[config.mk]
export PLATFORM = sky130hd
export DESIGN_NAME = seq_detect_ctrl
export DESIGN_NICKNAME = d
export VERILOG_FILES = /design/src/rtl/seq_det_pkg.sv /design/src/rtl/pattern_matcher.sv /design/src/rtl/seq_detect_ctrl.sv
export SDC_FILE = /design/constraint.sdc
export NUM_CORES = 1
export LEC_CHECK = 0
export CAP_MARGIN = 20
export CORE_ASPECT_RATIO = 0.75
export CORE_UTILIZATION = 34
export DETAILED_ROUTE_END_ITERATION = 8
export GPL_TIMING_DRIVEN = 0
export PLACE_DENSITY = 0.53
export SYNTH_ARGS = -nofsm -noshare
export SYNTH_HDL_FRONTEND = slang
export SYNTH_SLANG_ARGS = --single-unit
[constraint.sdc]
create_clock -name CLK -period 3.8 [get_ports CLK]
set_input_delay 0.38 -clock CLK [delete_from_list [all_inputs] [get_ports CLK]]
set_output_delay 0.38 -clock CLK [all_outputs]
set_load 0.005 [all_outputs]
[src/rtl/seq_det_pkg.sv]
// rtl/seq_det_pkg.sv - shared state encoding and length helpers for the sequence detector
package seq_det_pkg;

  typedef enum logic {
    IDLE  = 1'b0,
    SHIFT = 1'b1
  } state_t;

  // A length of zero or beyond the history width means "use the full history".
  function automatic int clamp_len(input int len, input int pat_w);
    return (len == 0 || len > pat_w) ? pat_w : len;
  endfunction

  // One bit of mask(len): history bit idx takes part in the compare.
  function automatic logic mask_bit(input int idx, input int len);
    return (idx < len);
  endfunction

endpackage

[src/rtl/pattern_matcher.sv]
// rtl/pattern_matcher.sv - bit history, fill tracking and masked pattern compare
module pattern_matcher
  import seq_det_pkg::*;
#(
  parameter int PAT_W = 8,
  parameter int LEN_W = $clog2(PAT_W) + 1
) (
  input  logic             clk,
  input  logic             rst,
  input  logic             bit_in,
  input  logic             shift_en,
  input  logic             clear,
  input  logic [PAT_W-1:0] pattern,
  input  logic [LEN_W-1:0] len,
  output logic             match
);

  logic [PAT_W-1:0] hist;
  logic [PAT_W-1:0] hist_next;
  logic [PAT_W-1:0] mask;
  logic [LEN_W-1:0] fill;
  logic [LEN_W-1:0] fill_next;

  for (genvar i = 0; i < PAT_W; i++) begin : g_mask
    assign mask[i] = mask_bit(i, int'(len));
  end

  assign hist_next = {hist[PAT_W-2:0], bit_in};
  assign fill_next = (fill == LEN_W'(PAT_W)) ? fill : fill + 1'b1;

  // Compare against the history as it will be after this bit lands.
  assign match = shift_en
              && (((hist_next ^ pattern) & mask) == '0)
              && (fill_next >= len);

  always_ff @(posedge clk or posedge rst) begin
    if (rst) begin
      hist <= '0;
      fill <= '0;
    end else if (clear) begin
      hist <= '0;
      fill <= '0;
    end else if (shift_en) begin
      hist <= hist_next;
      fill <= fill_next;
    end
  end

endmodule

[src/rtl/seq_detect_ctrl.sv]
// rtl/seq_detect_ctrl.sv - word serialiser, config registers, match counter and sticky IRQ
module seq_detect_ctrl
  import seq_det_pkg::*;
#(
  parameter int WORD_W = 8,
  parameter int PAT_W  = 8,
  parameter int CNT_W  = 8,
  parameter int LEN_W  = $clog2(PAT_W) + 1
) (
  input  logic              CLK,
  input  logic              RST,
  input  logic              CFG_WE,
  input  logic [PAT_W-1:0]  CFG_PATTERN,
  input  logic [LEN_W-1:0]  CFG_LEN,
  input  logic [CNT_W-1:0]  CFG_THRESH,
  input  logic              IN_VALID,
  output logic              IN_READY,
  input  logic [WORD_W-1:0] IN_DATA,
  input  logic              CLR_CNT,
  output logic              BUSY,
  output logic              MATCH,
  output logic [CNT_W-1:0]  MATCH_CNT,
  output logic              IRQ
);

  localparam int IDX_W = (WORD_W > 1) ? $clog2(WORD_W) : 1;

  state_t            state;
  logic [WORD_W-1:0] shreg;
  logic [IDX_W-1:0]  idx;
  logic [PAT_W-1:0]  pattern_q;
  logic [LEN_W-1:0]  len_q;
  logic [CNT_W-1:0]  thresh_q;
  logic              cfg_load;
  logic              accept;
  logic              shift_en;
  logic              hit;
  logic [CNT_W-1:0]  cnt_next;

  assign IN_READY = (state == IDLE);
  assign BUSY     = (state == SHIFT);
  assign accept   = IN_VALID && IN_READY;
  assign cfg_load = CFG_WE && (state == IDLE);
  assign shift_en = (state == SHIFT);

  always_ff @(posedge CLK or posedge RST) begin
    if (RST) begin
      state     <= IDLE;
      shreg     <= '0;
      idx       <= '0;
      pattern_q <= '0;
      len_q     <= LEN_W'(PAT_W);
      thresh_q  <= '0;
    end else begin
      if (cfg_load) begin
        pattern_q <= CFG_PATTERN;
        len_q     <= LEN_W'(clamp_len(int'(CFG_LEN), PAT_W));
        thresh_q  <= CFG_THRESH;
      end
      case (state)
        IDLE: begin
          if (accept) begin
            shreg <= IN_DATA;
            idx   <= '0;
            state <= SHIFT;
          end
        end
        SHIFT: begin
          shreg <= {shreg[WORD_W-2:0], 1'b0};
          idx   <= idx + 1'b1;
          if (idx == IDX_W'(WORD_W - 1)) begin
            state <= IDLE;
          end
        end
        default: state <= IDLE;
      endcase
    end
  end

  pattern_matcher #(
    .PAT_W(PAT_W),
    .LEN_W(LEN_W)
  ) u_matcher (
    .clk     (CLK),
    .rst     (RST),
    .bit_in  (shreg[WORD_W-1]),
    .shift_en(shift_en),
    .clear   (cfg_load),
    .pattern (pattern_q),
    .len     (len_q),
    .match   (hit)
  );

  assign cnt_next = (MATCH_CNT == '1) ? MATCH_CNT : MATCH_CNT + 1'b1;

  // A clear in the same cycle as a hit wins; the MATCH pulse itself still fires.
  always_ff @(posedge CLK or posedge RST) begin
    if (RST) begin
      MATCH     <= 1'b0;
      MATCH_CNT <= '0;
      IRQ       <= 1'b0;
    end else begin
      MATCH <= hit;
      if (CLR_CNT) begin
        MATCH_CNT <= '0;
        IRQ       <= 1'b0;
      end else if (hit) begin
        MATCH_CNT <= cnt_next;
        if (thresh_q != '0 && cnt_next == thresh_q) begin
          IRQ <= 1'b1;
        end
      end
    end
  end

endmodule

==> results of run 1 <==
-- cell families (layout without fill, tap and decap cells) --
family,Yosys count,in the layout
buf+inv,32,84
mux,29,29
flops,53,53
compound gates,64,64
fa+ha+maj,9,9
xor+xnor,18,18
simple gates,89,89
-- cell usage after synthesis (2+ instances only) --
cell | count | share of area
o31ai_1 | 3 | 0.0077
nor3_1 | 5 | 0.0085
nand3b_1 | 4 | 0.010
a21oi_1 | 5 | 0.0085
o21ai_0 | 28 | 0.048
nor2b_1 | 3 | 0.0064
nand2_1 | 40 | 0.051
nand3_1 | 8 | 0.014
clkbuf_1 | 11 | 0.014
ha_1 | 9 | 0.038
a311oi_1 | 4 | 0.012
nor2_1 | 11 | 0.014
xnor2_1 | 12 | 0.036
inv_1 | 16 | 0.020
nand4_1 | 3 | 0.0064
and3_1 | 3 | 0.0064
mux2_2 | 18 | 0.069
mux2i_1 | 10 | 0.034
nor4_1 | 2 | 0.0043
a221oi_1 | 2 | 0.0060
a41oi_1 | 4 | 0.012
dfrtp_1 | 52 | 0.44
nor3_2 | 2 | 0.0068
buf_2 | 2 | 0.0034
xor2_1 | 6 | 0.018
a22o_1 | 2 | 0.0060
-- placed cells by master, fill, tap and decap left out, drive strengths merged, types with 3 or more instances in the layout --
cell	instances
xnor2	12
nor4	3
dfrtp	52
buf	5
and3	3
nand4	4
a311oi	4
nand3b	4
nor3	7
mux2	19
nand2	40
inv	17
a21oi	5
nor2b	3
clkdlybuf4s50	43
nand3	8
mux2i	10
xor2	6
o21ai	28
ha	9
a41oi	4
nor2	11
o31ai	3
clkbuf	17
-- stage by stage --
step                      power [mW]  std cells  utilization
after floorplan                1.808        294            -
after global placement         2.123        442       0.4303
after detailed placement       2.153        443       0.4327
after CTS                      2.620        451       0.4507
after global routing           2.831        451       0.4507
final                          2.602        451       0.4507
-- worst max-delay path, delay by kind of cell, from the launching register on --
family,cells,cell delay (ps)
AO/OA/AOI/OAI,3,1230
AND/OR/NAND/NOR,3,520
XOR/XNOR,1,120
buffers and inverters,1,100
flip-flops,1,420
adder cells (fa/ha/maj),2,430
-- sequential cells by signal, summed over array words and instances (netlist names) --
signal,count
MATCH,1
thresh_q,8
MATCH_CNT,8
u_matcher.fill,4
BUSY,1
len_q,4
idx,3
pattern_q,8
IRQ,1
shreg,8
u_matcher.hist,7
-- worst max path at each step --
stage / from / to / slack [ps] / cells past startpoint
floorplan: u_matcher.fill[0] / MATCH_CNT[4] / 1370 / 10
global placement: RST / len_q[0] / 960 / 2
detailed placement: u_matcher.fill[0] / MATCH_CNT[4] / 930 / 10
CTS: u_matcher.fill[0] / IRQ / 910 / 10
global route: u_matcher.fill[0] / IRQ / 650 / 10
finish: u_matcher.fill[0] / MATCH_CNT[4] / 860 / 10
-- final cells by class --
| class | instances | area, um2 |
|---|---|---|
| plain buffers | 16 | 67.56 |
| clock buffers | 5 | 125.1 |
| clock inverters | 3 | 21.27 |
| fillers | 782 | 4464 |
| inverters | 16 | 60.06 |
| multi-input cells | 209 | 1480 |
| flip-flops and latches | 53 | 1328 |
| well taps | 105 | 131.4 |
| repair buffers | 44 | 450.4 |
-- power groups by stage --
stage	registers (mW)	logic, mW	clock network (mW)
floorplan	0.953	0.855	0
detailed placement	1.02	1.14	0
global route	1.04	1.30	0.496
finish	1.01	1.14	0.457
CTS	1.01	1.14	0.475
global placement	1.01	1.11	0
-- routing by layer --
metal / track usage / vias to the layer above / share of wire
met4: 0.04000 / 0 / 0.010
met3: 0.02512 / 7 / 0.036
met2: 0.2126 / 53 / 0.38
met1: 0.2739 / 1144 / 0.58
met5: 0 / - / 0
li1: - / 1161 / -
==> run metrics, run 1 <==
clk slew on worst S/H paths about 70 ps; residual DRC count 0; DP HPWL 5288 um; Syn Area/Cell 9.984 um2; main combinational cell family by area after synthesis simple AND/OR/NAND/NOR gates; # setup viols final 0; Flop pwr share 0.387; vias in the first global route 2,117; worst-margin pin slew between 700 and 800 ps; Int Pwr 1.552 mW; CP max FO 6; P_leak approximately 1.5 nW; CP dominant cell by count ha_1; die width 109.3 um; total congestion overflow 0; Worst Path Required 3970 ps; Combinational Power Share 0.438; Pwr Density 710.2 nW/um2; FF-to-FF setup slack 860 ps; Syn Nets 336; unrepaired setup endpoints after global routing false; Yosys cell types 55; Final Slew Violations 0; post-synthesis simple-gate area fraction 0.1543; CTS tree yes; pre-CTS setup slack 932.5 ps; Inserted Diodes 0; register area share after synthesis 0.4523; R2R depth 10; CP Cell Sequence inv_1, ha_1, nand2_1, nor2_1, xnor2_1, ha_1, o21ai_0, a221oi_1, nand3_1, o311a_1; Design Area, Final about 3700 um2; clock power share 0.176; core area 8128 um2; Max Clk Rate 339.8 MHz; Via Count 2,365; dpl cell area approximately 3500 um2; pin count of the biggest net entering global routing around 40; worst vdd ir 0.3309 mV; CP endpoint kind register; Synth Warn # 0; Worst setup SP type register; Port-buffer cells 43; Yosys reg bits 53; PnR worst setup slack approximately 860 ps; H-tree levels 2; R2R Path End MATCH_CNT[4]; outcome complete, no violations; xor/xnor cell area share of the yosys netlist 0.05371; number of synthesized flops with an enable pin 0; Period minus WS final 2943 ps; # hold bufs at CTS 0; Hold Vio Cnt, Final 0; Post-synth top flop dfrtp_1; Root Buffer clkbuf_16; fin nets 387; post-synthesis adder-cell area fraction 0.03836; worst r2r src u_matcher.fill[0]; Final period util 0.7746; P_sw 1.050 mW; post-cts sizing count 0; switching share of power 0.4034; Synth async-reset ratio 1.000; Area growth, synth to finish 24.81%; CP max stage cell a221oi_1; worst hold slack ~360 ps; Die Area ~9000 um2; Fin Clk Skew 8.653 ps; Rows 28; final WL 6904 um; mux share of post-synthesis cell area 0.1070; Total GRT Usage 0.1647; Synth Area in Compound Gates 0.1509; CTS Buf Count 5; critical path class reg2reg; Max stage delay on crit path 720 ps; Setup TNS 0 ps; Initial Util 0.3611; WL per Instance 15.31 um; Syn Inst Count 294; Die Y 82.47 um; Arr. time, crit path 3120 ps; CTS Sinks 53; initial antenna violation count 0; DRT Pass-1 Iters 4; layout cell share with drive strength beyond 1 0.1156; Final ANT Viol Nets 0; Max Cap Viol 0; Worst slew margin 0.4726; clk buf depth 2; via-per-instance ratio about 5.2; Worst-Skew Late Latency 290 ps; total setup buffers inserted after CTS 0; initial drt markers 139; worst min-delay path class in2async; Mapped Area 2935 um2; gp weighted congestion ~0.83; first-pass GRT wire length roughly 11,000 um; Top-Level Pins 45
Power figures use the tool's default switching activity.
==> inputs of run 2 (changes only) <==
--- a/config.mk
+++ b/config.mk
@@ -10,7 +10,7 @@
 export CORE_UTILIZATION = 34
 export DETAILED_ROUTE_END_ITERATION = 8
 export GPL_TIMING_DRIVEN = 0
-export PLACE_DENSITY = 0.53
+export PLACE_DENSITY = 0.55
 export SYNTH_ARGS = -nofsm -noshare
 export SYNTH_HDL_FRONTEND = slang
 export SYNTH_SLANG_ARGS = --single-unit
==> constraint.sdc (replaced) <==
create_clock -name CLK -period 2.69 [get_ports CLK]
set_input_delay 0.269 -clock CLK [delete_from_list [all_inputs] [get_ports CLK]]
set_output_delay 0.269 -clock CLK [all_outputs]
set_load 0.005 [all_outputs]
==> run metrics, run 2 (synthesis results as in run 1) <==
critical path class reg2reg (unchanged); Initial Util 0.3611 (unchanged); CTS Sinks 53 (unchanged); Max Cap Viol 0 (unchanged); final WL 7027 um (was 6904 um); layout cell share with drive strength beyond 1 0.1232 (was 0.1156); initial drt markers 148 (was 139); fin nets 390 (was 387); initial antenna violation count 0 (unchanged); Final ANT Viol Nets 0 (unchanged); Placed Cells incl. Taps 443 (unchanged); most common cell after layout, fill and taps aside dfrtp_1 (unchanged); clk slew on worst S/H paths 70 ps (about the same); Period minus WS final 2500 ps (was 2943 ps); Arr. time, crit path 2680 ps (was 3120 ps); worst-margin pin slew 670.4 ps (was 791.1 ps); Pwr Density 1015 nW/um2 (was 710.2 nW/um2); Final period util 0.9294 (was 0.7746); WL per Instance 15.48 um (was 15.31 um); Top-Level Pins 45 (unchanged); Pwr Total 3.741 mW (was 2.602 mW); Fin Clk Skew 2.919 ps (was 8.653 ps); CTS Buf Count 5 (unchanged); pin count of the biggest net entering global routing 36 (was 41); Worst setup SP type register (unchanged); Worst-Skew Late Latency 290 ps (about the same); Total GRT Usage 0.1705 (was 0.1647); Worst slew margin 0.5531 (was 0.4726); # hold bufs at CTS 0 (unchanged); die width 109.3 um (unchanged); P_leak 1.511 nW (was 1.494 nW); core area 8128 um2 (unchanged); gp weighted congestion 0.8643 (was 0.8320); via-per-instance ratio 5.198 (was 5.244); Inserted Diodes 0 (unchanged); R2R depth 10 (unchanged); Max Clk Rate 400.0 MHz (was 339.8 MHz); DP HPWL 5218 um (was 5288 um); Via Count 2,360 (was 2,365); Rows 28 (unchanged); H-tree levels 2 (unchanged); Port-buffer cells 43 (unchanged); worst vdd ir 0.4554 mV (was 0.3309 mV); DRT Pass-1 Iters 4 (unchanged); Die Area 9013 um2 (unchanged); CTS tree yes (unchanged); Worst Path Required 2870 ps (was 3970 ps); residual DRC count 0 (unchanged); Final Slew Violations 0 (unchanged); vias in the first global route 2,228 (was 2,117); CP endpoint kind register (unchanged); Non-Filler Instances 454 (was 451); outcome complete, no violations (unchanged); total congestion overflow 0 (unchanged); Root Buffer clkbuf_16 (unchanged); first-pass GRT wire length 11,540 um (was 11,250 um); Hold Vio Cnt, Final 0 (unchanged); CP max FO 4 (was 6); # setup viols final 0 (unchanged); Die Y 82.47 um (unchanged); worst min-delay path class in2async (unchanged); clk buf depth 2 (unchanged); most frequent cells in the layout dfrtp_1 (52), clkdlybuf4s50_1 (43), nand2_1 (40) (unchanged); Area growth, synth to finish 25.53% (was 24.81%)
[run 2: layer usage]
layer	GRT usage	routed length [um]	vias to the layer above
met1	0.2672	3829	1122
met2	0.2409	2733	65
met3	0.02276	385	7
met4	0.04800	78	0
li1	-	-	1166
met5	0	0	-
[run 2: cell type report]
cell class	count	area, um2
clock inverters	2	10.01
clock buffers	6	128.9
multi-input cells	209	1486
well taps	105	131.4
repair buffers	47	473.0
inverters	16	60.06
flip-flops and latches	53	1328
plain buffers	16	67.56
fillers	800	4443
[run 2: stage by stage]
stage	area (um2)	util	setup WS (ps)	hold WS, ps	TNS, ps
floorplan	2935	-	259.5	355.3	0
global placement	3497	0.4303	-164.9	469.9	-473.4
detailed placement	3517	0.4327	-179.5	469.9	-530.2
CTS	3662	0.4506	41.33	324.0	0
global route	3685	0.4534	-2.535	356.1	-2.535
finish	3685	0.4534	189.8	304.8	0
[run 2: where the power goes]
group / internal [mW] / switching, mW / total, mW
Sequential: 1.11 / 0.310 / 1.42
Combinational: 0.797 / 0.900 / 1.70
Clock: 0.343 / 0.279 / 0.622
Total: 2.25 / 1.49 / 3.74
[run 2: worst paths after layout]
path	start	to	slack, ps
min in group CLK	shreg[6]	shreg[7]	480
worst max register to register	u_matcher.fill[0]	MATCH_CNT[0]	190
worst min register to register	shreg[6]	shreg[7]	480
worst max-delay path	u_matcher.fill[0]	MATCH_CNT[0]	190
max in group asynchronous	RST	len_q[1]	1840
worst min-delay path	RST	thresh_q[5]	300
[run 2: critical path: stages, from the launching register on]
cell and delay (ps):
dfrtp_1 410, inv_1 100, ha_1 150, nand2_1 60
nor2_1 130, xnor2_1 110, ha_1 280, o21ai_0 130
a221o_1 390, nor4_4 250, mux2_2 370
[run 2: what timing repair did]
action,in CTS,in global routing
endpoints found under the hold margin,0,0
setup buffers,0,3
pin swaps,0,2
setup endpoints to repair,5,5
gates resized for setup,1,0
